## config.mk

```make
export PLATFORM = sky130hd
export DESIGN_NAME = gesture_cmd_arbiter
export DESIGN_NICKNAME = d
export VERILOG_FILES = /design/src/rtl/gesture_pkg.sv /design/src/rtl/btn_sync_edge.sv /design/src/rtl/gesture_cmd_arbiter.sv
export SDC_FILE = /design/constraint.sdc
export NUM_CORES = 1
export LEC_CHECK = 0
export BUFFER_PORTS_ARGS = -buffer_cell sky130_fd_sc_hd__buf_2
export CELL_PAD_IN_SITES_DETAIL_PLACEMENT = 1
export CELL_PAD_IN_SITES_GLOBAL_PLACEMENT = 1
export CORE_MARGIN = 5
export CORE_UTILIZATION = 45
export CTS_CLUSTER_DIAMETER = 60
export CTS_CLUSTER_SIZE = 14
export DETAILED_ROUTE_END_ITERATION = 8
export PLACE_DENSITY_LB_ADDON = 0.1
export SYNTH_ARGS = -nofsm -noshare
export SYNTH_HDL_FRONTEND = slang
export SYNTH_SLANG_ARGS = --single-unit
```

## constraint.sdc

```tcl
create_clock -name clk_in -period 4.5 [get_ports clk_in]
set_input_delay 0.9 -clock clk_in [delete_from_list [all_inputs] [get_ports clk_in]]
set_output_delay 0.9 -clock clk_in [all_outputs]
set_load 0.1 [all_outputs]
```

## src/rtl/gesture_pkg.sv

```systemverilog
// Shared types for the gesture command arbiter: command encoding, FSM states,
// counter widths and small helper functions.
package gesture_pkg;

  localparam int unsigned CMD_W = 4;
  localparam int unsigned CNT_W = 4;

  typedef enum logic [CMD_W-1:0] {
    CMD_NONE   = 4'd0,
    CMD_ROT0   = 4'd1,
    CMD_ROT1   = 4'd2,
    CMD_ROT2   = 4'd3,
    CMD_ROT3   = 4'd4,
    CMD_KEY0   = 4'd5,
    CMD_KEY1   = 4'd6,
    CMD_KEY2   = 4'd7,
    CMD_KEY3   = 4'd8,
    CMD_DECIDE = 4'd9
  } cmd_t;

  typedef enum logic [1:0] {
    IDLE,
    ARM,
    ISSUE,
    COOLDOWN
  } arb_state_t;

  // Per-frame candidate: a valid key always beats a valid rotation.
  function automatic cmd_t frame_candidate(input logic       key_valid,
                                           input logic [1:0] key,
                                           input logic       rot_valid,
                                           input logic [1:0] rot);
    cmd_t c;
    c = CMD_NONE;
    if (key_valid) begin
      unique case (key)
        2'd0: c = CMD_KEY0;
        2'd1: c = CMD_KEY1;
        2'd2: c = CMD_KEY2;
        2'd3: c = CMD_KEY3;
      endcase
    end else if (rot_valid) begin
      unique case (rot)
        2'd0: c = CMD_ROT0;
        2'd1: c = CMD_ROT1;
        2'd2: c = CMD_ROT2;
        2'd3: c = CMD_ROT3;
      endcase
    end
    return c;
  endfunction

  // Counter increment that sticks at all-ones instead of wrapping.
  function automatic logic [CNT_W-1:0] sat_inc(input logic [CNT_W-1:0] v);
    return (v == '1) ? v : v + CNT_W'(1);
  endfunction

endpackage

```

## src/rtl/btn_sync_edge.sv

```systemverilog
// Two-flop synchroniser for the raw decide button plus a one-cycle
// rising-edge pulse taken from the synchronised level.
module btn_sync_edge (
  input  logic clk_in,
  input  logic rst_in,
  input  logic btn_in,
  output logic rise_out
);

  logic sync1_q, sync1_d;
  logic sync2_q, sync2_d;
  logic prev_q,  prev_d;

  // Next values: shift the button through the synchroniser and edge history.
  always_comb begin
    sync1_d = btn_in;
    sync2_d = sync1_q;
    prev_d  = sync2_q;
  end

  // Synchroniser and edge-history registers.
  always_ff @(posedge clk_in or posedge rst_in) begin
    if (rst_in) begin
      sync1_q <= 1'b0;
      sync2_q <= 1'b0;
      prev_q  <= 1'b0;
    end else begin
      sync1_q <= sync1_d;
      sync2_q <= sync2_d;
      prev_q  <= prev_d;
    end
  end

  assign rise_out = sync2_q & ~prev_q;

endmodule

```

## src/rtl/gesture_cmd_arbiter.sv

```systemverilog
// Gesture command arbiter: turns per-frame rotate/key observations into
// debounced one-shot commands with a ready/valid handshake and a post-issue
// cooldown. Define GESTURE_ARB_DECIDE_BTN_EN to compile in the decide-button
// path (synchroniser, pending flag, DECIDE command).
module gesture_cmd_arbiter
  import gesture_pkg::*;
#(
  parameter int unsigned STABLE_FRAMES   = 3,
  parameter int unsigned COOLDOWN_FRAMES = 8
) (
  input  logic             clk_in,
  input  logic             rst_in,
  input  logic             frame_tick_in,
  input  logic [1:0]       rotate_in,
  input  logic             rotate_valid_in,
  input  logic [1:0]       key_in,
  input  logic             key_valid_in,
  input  logic             btn_decide_in,
  input  logic             cmd_ready_in,
  output logic             cmd_valid_out,
  output logic [CMD_W-1:0] cmd_out,
  output logic             busy_out
);

  localparam logic [CNT_W-1:0] STABLE_N = CNT_W'(STABLE_FRAMES);
  localparam logic [CNT_W-1:0] COOL_N   = CNT_W'(COOLDOWN_FRAMES);

  arb_state_t       state_q, state_d;
  cmd_t             held_q, held_d;
  logic [CNT_W-1:0] stable_cnt_q, stable_cnt_d;
  logic [CNT_W-1:0] cooldown_cnt_q, cooldown_cnt_d;
  logic             cmd_valid_q, cmd_valid_d;
  cmd_t             cmd_q, cmd_d;
  logic [CNT_W-1:0] stable_inc;
  cmd_t             cand;
  logic             decide_pending_q;

  assign cand = frame_candidate(key_valid_in, key_in, rotate_valid_in, rotate_in);
  assign stable_inc = sat_inc(stable_cnt_q);

`ifdef GESTURE_ARB_DECIDE_BTN_EN
  logic btn_rise;
  logic decide_pending_d;

  btn_sync_edge u_btn_sync_edge (
    .clk_in   (clk_in),
    .rst_in   (rst_in),
    .btn_in   (btn_decide_in),
    .rise_out (btn_rise)
  );

  // One-deep pending flag: cleared when IDLE/ARM services it; edges arriving
  // while it is set (including the servicing cycle) are dropped.
  always_comb begin
    decide_pending_d = decide_pending_q;
    if (decide_pending_q) begin
      if (state_q == IDLE || state_q == ARM) decide_pending_d = 1'b0;
    end else begin
      decide_pending_d = btn_rise;
    end
  end

  // Pending flag register.
  always_ff @(posedge clk_in or posedge rst_in) begin
    if (rst_in) decide_pending_q <= 1'b0;
    else        decide_pending_q <= decide_pending_d;
  end
`else
  logic unused_btn;
  assign unused_btn       = btn_decide_in;
  assign decide_pending_q = 1'b0;
`endif

  // Next-state logic; outputs are derived from the next state so they are
  // registered alongside it and always agree with it.
  always_comb begin
    state_d        = state_q;
    held_d         = held_q;
    stable_cnt_d   = stable_cnt_q;
    cooldown_cnt_d = cooldown_cnt_q;

    case (state_q)
      IDLE, ARM: begin
        if (decide_pending_q) begin
          held_d       = CMD_DECIDE;
          stable_cnt_d = '0;
          state_d      = ISSUE;
        end else if (frame_tick_in) begin
          if (cand == CMD_NONE) begin
            stable_cnt_d = '0;
            state_d      = IDLE;
          end else if (state_q == ARM && cand == held_q) begin
            stable_cnt_d = stable_inc;
            if (stable_inc >= STABLE_N) state_d = ISSUE;
          end else begin
            held_d       = cand;
            stable_cnt_d = CNT_W'(1);
            state_d      = (STABLE_N <= CNT_W'(1)) ? ISSUE : ARM;
          end
        end
      end

      ISSUE: begin
        if (cmd_valid_q && cmd_ready_in) begin
          stable_cnt_d = '0;
          if (COOL_N == '0) begin
            state_d = IDLE;
          end else begin
            cooldown_cnt_d = COOL_N;
            state_d        = COOLDOWN;
          end
        end
      end

      COOLDOWN: begin
        if (frame_tick_in) begin
          if (cooldown_cnt_q <= CNT_W'(1)) begin
            cooldown_cnt_d = '0;
            state_d        = IDLE;
          end else begin
            cooldown_cnt_d = cooldown_cnt_q - CNT_W'(1);
          end
        end
      end

      default: state_d = IDLE;
    endcase

    cmd_valid_d = (state_d == ISSUE);
    cmd_d       = (state_d == ISSUE) ? held_d : CMD_NONE;
  end

  // FSM state, counters and registered command outputs.
  always_ff @(posedge clk_in or posedge rst_in) begin
    if (rst_in) begin
      state_q        <= IDLE;
      held_q         <= CMD_NONE;
      stable_cnt_q   <= '0;
      cooldown_cnt_q <= '0;
      cmd_valid_q    <= 1'b0;
      cmd_q          <= CMD_NONE;
    end else begin
      state_q        <= state_d;
      held_q         <= held_d;
      stable_cnt_q   <= stable_cnt_d;
      cooldown_cnt_q <= cooldown_cnt_d;
      cmd_valid_q    <= cmd_valid_d;
      cmd_q          <= cmd_d;
    end
  end

  assign cmd_valid_out = cmd_valid_q;
  assign cmd_out       = cmd_q;
  assign busy_out      = (state_q != IDLE);

endmodule

```

==> out/results.ini <==
[final_layout]
drive_gt1_share_pct=21.9
area_delta_synth_final_pct=9.76
fill_cells=329
diodes=0
postLayoutCoreUtil_pct=51.5
nets=182

[sta]
max_slew.worst_pin.slew_ns=0.753
period_share_pct=62.1
post-route-min-period_ns=2.79
whs_ns=0.550
finalSetupTns_ns=0
rsz0062_at_grt=no
hold_viol_final=0
fmax_ghz=0.358
relSlewSlack_pct=49.7
drv_slew=0
finalSetupViolations=0
clock-skew-final_ns=0.00549

[yosys]
synth-seq-cells=19
synth.mux.area_fraction_pct=0
synth-main-ff-cell=dfrtp_1
synth_top_family_by_area=compound AO/OA/AOI/OAI gates
ys_warn_count=0
syn-num-nets=165
synthTopCellsByArea=dfrtp_1, ha_1, o21ai_0, nand2_1, inv_1
synth_cell_types=39
syn_inst=144
synth_compound_area_share_pct=25.1
yosys.area_share.xor_xnor_pct=0.683
synth-edff-count=0
yosys.area.top_type=dfrtp_1
synth_fa_ha_area_share_pct=9.76
synth.avg_cell_area_um2=8.91
synth-async-reset-ratio_pct=100
ys_seq_area_share_pct=37.1
synth_simple_gate_area_share_pct=22.7
yosys.area.top_type_share_pct=37.1
syn_area_mm2=0.00128
netlist_top_cells_count=nand2_1, o21ai_0, dfrtp_1

[setup_path]
cp.arrival_ns=3.04
start_kind=input pin
critPathMaxFanout=5
crit_required_ns=4.74
cp-end-kind=register
rr_worst_depth=5
critPathKind=input pin to register

[clock_tree]
holdBufCountCts=0
cts_root_buf=clkbuf_4
clockBufferDepth=2
cts_resized=0
cts_buffers=3
post-cts-setup-buffers=0
cts_sinks=19
clk_pin_slew_ns=0.11
htree_levels=1
cts_tree=yes
clock_latency_ns=0.31

[placement]
port_buffers=15
dp_hpwl_um=2320
gp_congestion=0.799

[outcome]
status=finished clean

[global_route]
grt_pass1_wl_um=5000
grt_max_degree=20
grt_overflow_total=0
antenna_found_initial=0
grt_usage_pct=15.6
grt_pass1_vias=1076

[routing]
routed_via_density=5.68
drc=0
vias=1085
wl_per_cell_um=15.3
drt_iter0_markers=43
drt_pass1_iterations=4
drt_wl_total_um=2920
ant_nets=0

[flow_run]
max-cap-violations=0

[hold_path]
whs_path_depth=2
hold_class=register to register

[pwr]
power.total_mw=0.481
power_density_mw_per_mm2=341
power.leakage_nw=0.666
max-vdd-ir-drop_uv=244

[floorplan]
die-area_mm2=0.00402
rows=19
io_pins=17
core_mm2=0.00273
die_h_um=63.4
start_util_pct=46.9
die_w_um=63.4

## flip-flops by register name, summed over array words and instances, names as in the netlist
register        flops
cmd_out             4
stable_cnt_q        4
cmd_valid_out       1
cooldown_cnt_q      4
state_q             2
held_q              4
## placed cells by master (no fill, tap or decap), types with 2 or more instances in the layout
cell type and instances:
a41oi_1 2, and3b_2 2, o21ai_2 3, ha_1 10
nand2_1 20, o21ai_0 20, clkbuf_4 3, nand3_1 3
nor2_1 10, dfrtp_1 19, nand3b_1 4, or3_1 3
o21a_1 2, a21oi_1 7, buf_2 15, o41ai_1 2
inv_1 10, nor3_1 2
## cell families after synthesis
| kind of cell | after synthesis |
|---|---|
| and+or+nand+nor | 54 |
| AOI/OAI and AO/OA | 46 |
| DFF | 19 |
| buffers and inverters | 14 |
| adders and majority gates | 10 |
| xor gates and xnor gates | 1 |
## routing by layer
metal	part of all wire [%]	vias up	global-route usage, %
li1	-	546	-
met4	1.4	0	5.45
met5	0	-	0
met1	48	521	20.4
met2	48	12	25.1
met3	2.9	6	3.37
## worst max-delay path, cell delays in order
cell and delay, ns:
buf_2 0.10, inv_1 0.06, ha_1 0.28, and3b_2 0.24
or3_1 0.31, a221o_1 0.38, a2111oi_4 0.48, a41oi_1 0.19
nor2_1 0.11
## final timing paths
check,slack (ns),to,startpoint
worst min register to register,0.55,cmd_out[2]$_DFF_PP0_,held_q[2]$_DFF_PP0_
worst max register to register,2.45,stable_cnt_q[3]$_DFFE_PP0P_,held_q[2]$_DFF_PP0_
worst min-delay path,0.55,cmd_out[2]$_DFF_PP0_,held_q[2]$_DFF_PP0_
min in group asynchronous,0.70,stable_cnt_q[0]$_DFFE_PP0P_,rst_in
worst max-delay path,1.71,stable_cnt_q[3]$_DFFE_PP0P_,rotate_in[0]
max in group asynchronous,3.32,cooldown_cnt_q[3]$_DFFE_PP0P_,rst_in
## cell type report
cell class	count	area (um^2)	share of cell area, %
clock buffers	4	26.3	1.87
inverters	10	37.5	2.67
multi-input cells	111	747	53.1
flip-flops and latches	19	475	33.8
well taps	31	38.8	2.76
repair buffers	16	82.6	5.87
## stage by stage
| step | cell area, um^2 | setup slack, ns | std cells |
|---|---|---|---|
| floorplan | 1280 | 1.65 | 144 |
| global placement | 1380 | 1.45 | 187 |
| detailed placement | 1380 | 1.38 | 187 |
| CTS | 1410 | 1.71 | 191 |
| global route | 1410 | 1.60 | 191 |
| finish | 1410 | 1.71 | 191 |
## where the power goes
part	total [mW]	internal (mW)	leakage, nW	switching, mW
Clock	0.0899	0.0346	0.0150	0.0553
Combinational	0.167	0.0585	0.397	0.108
Sequential	0.224	0.193	0.254	0.0311
Total	0.481	0.286	0.666	0.194
No activity file was read; power rests on OpenSTA's default activity.
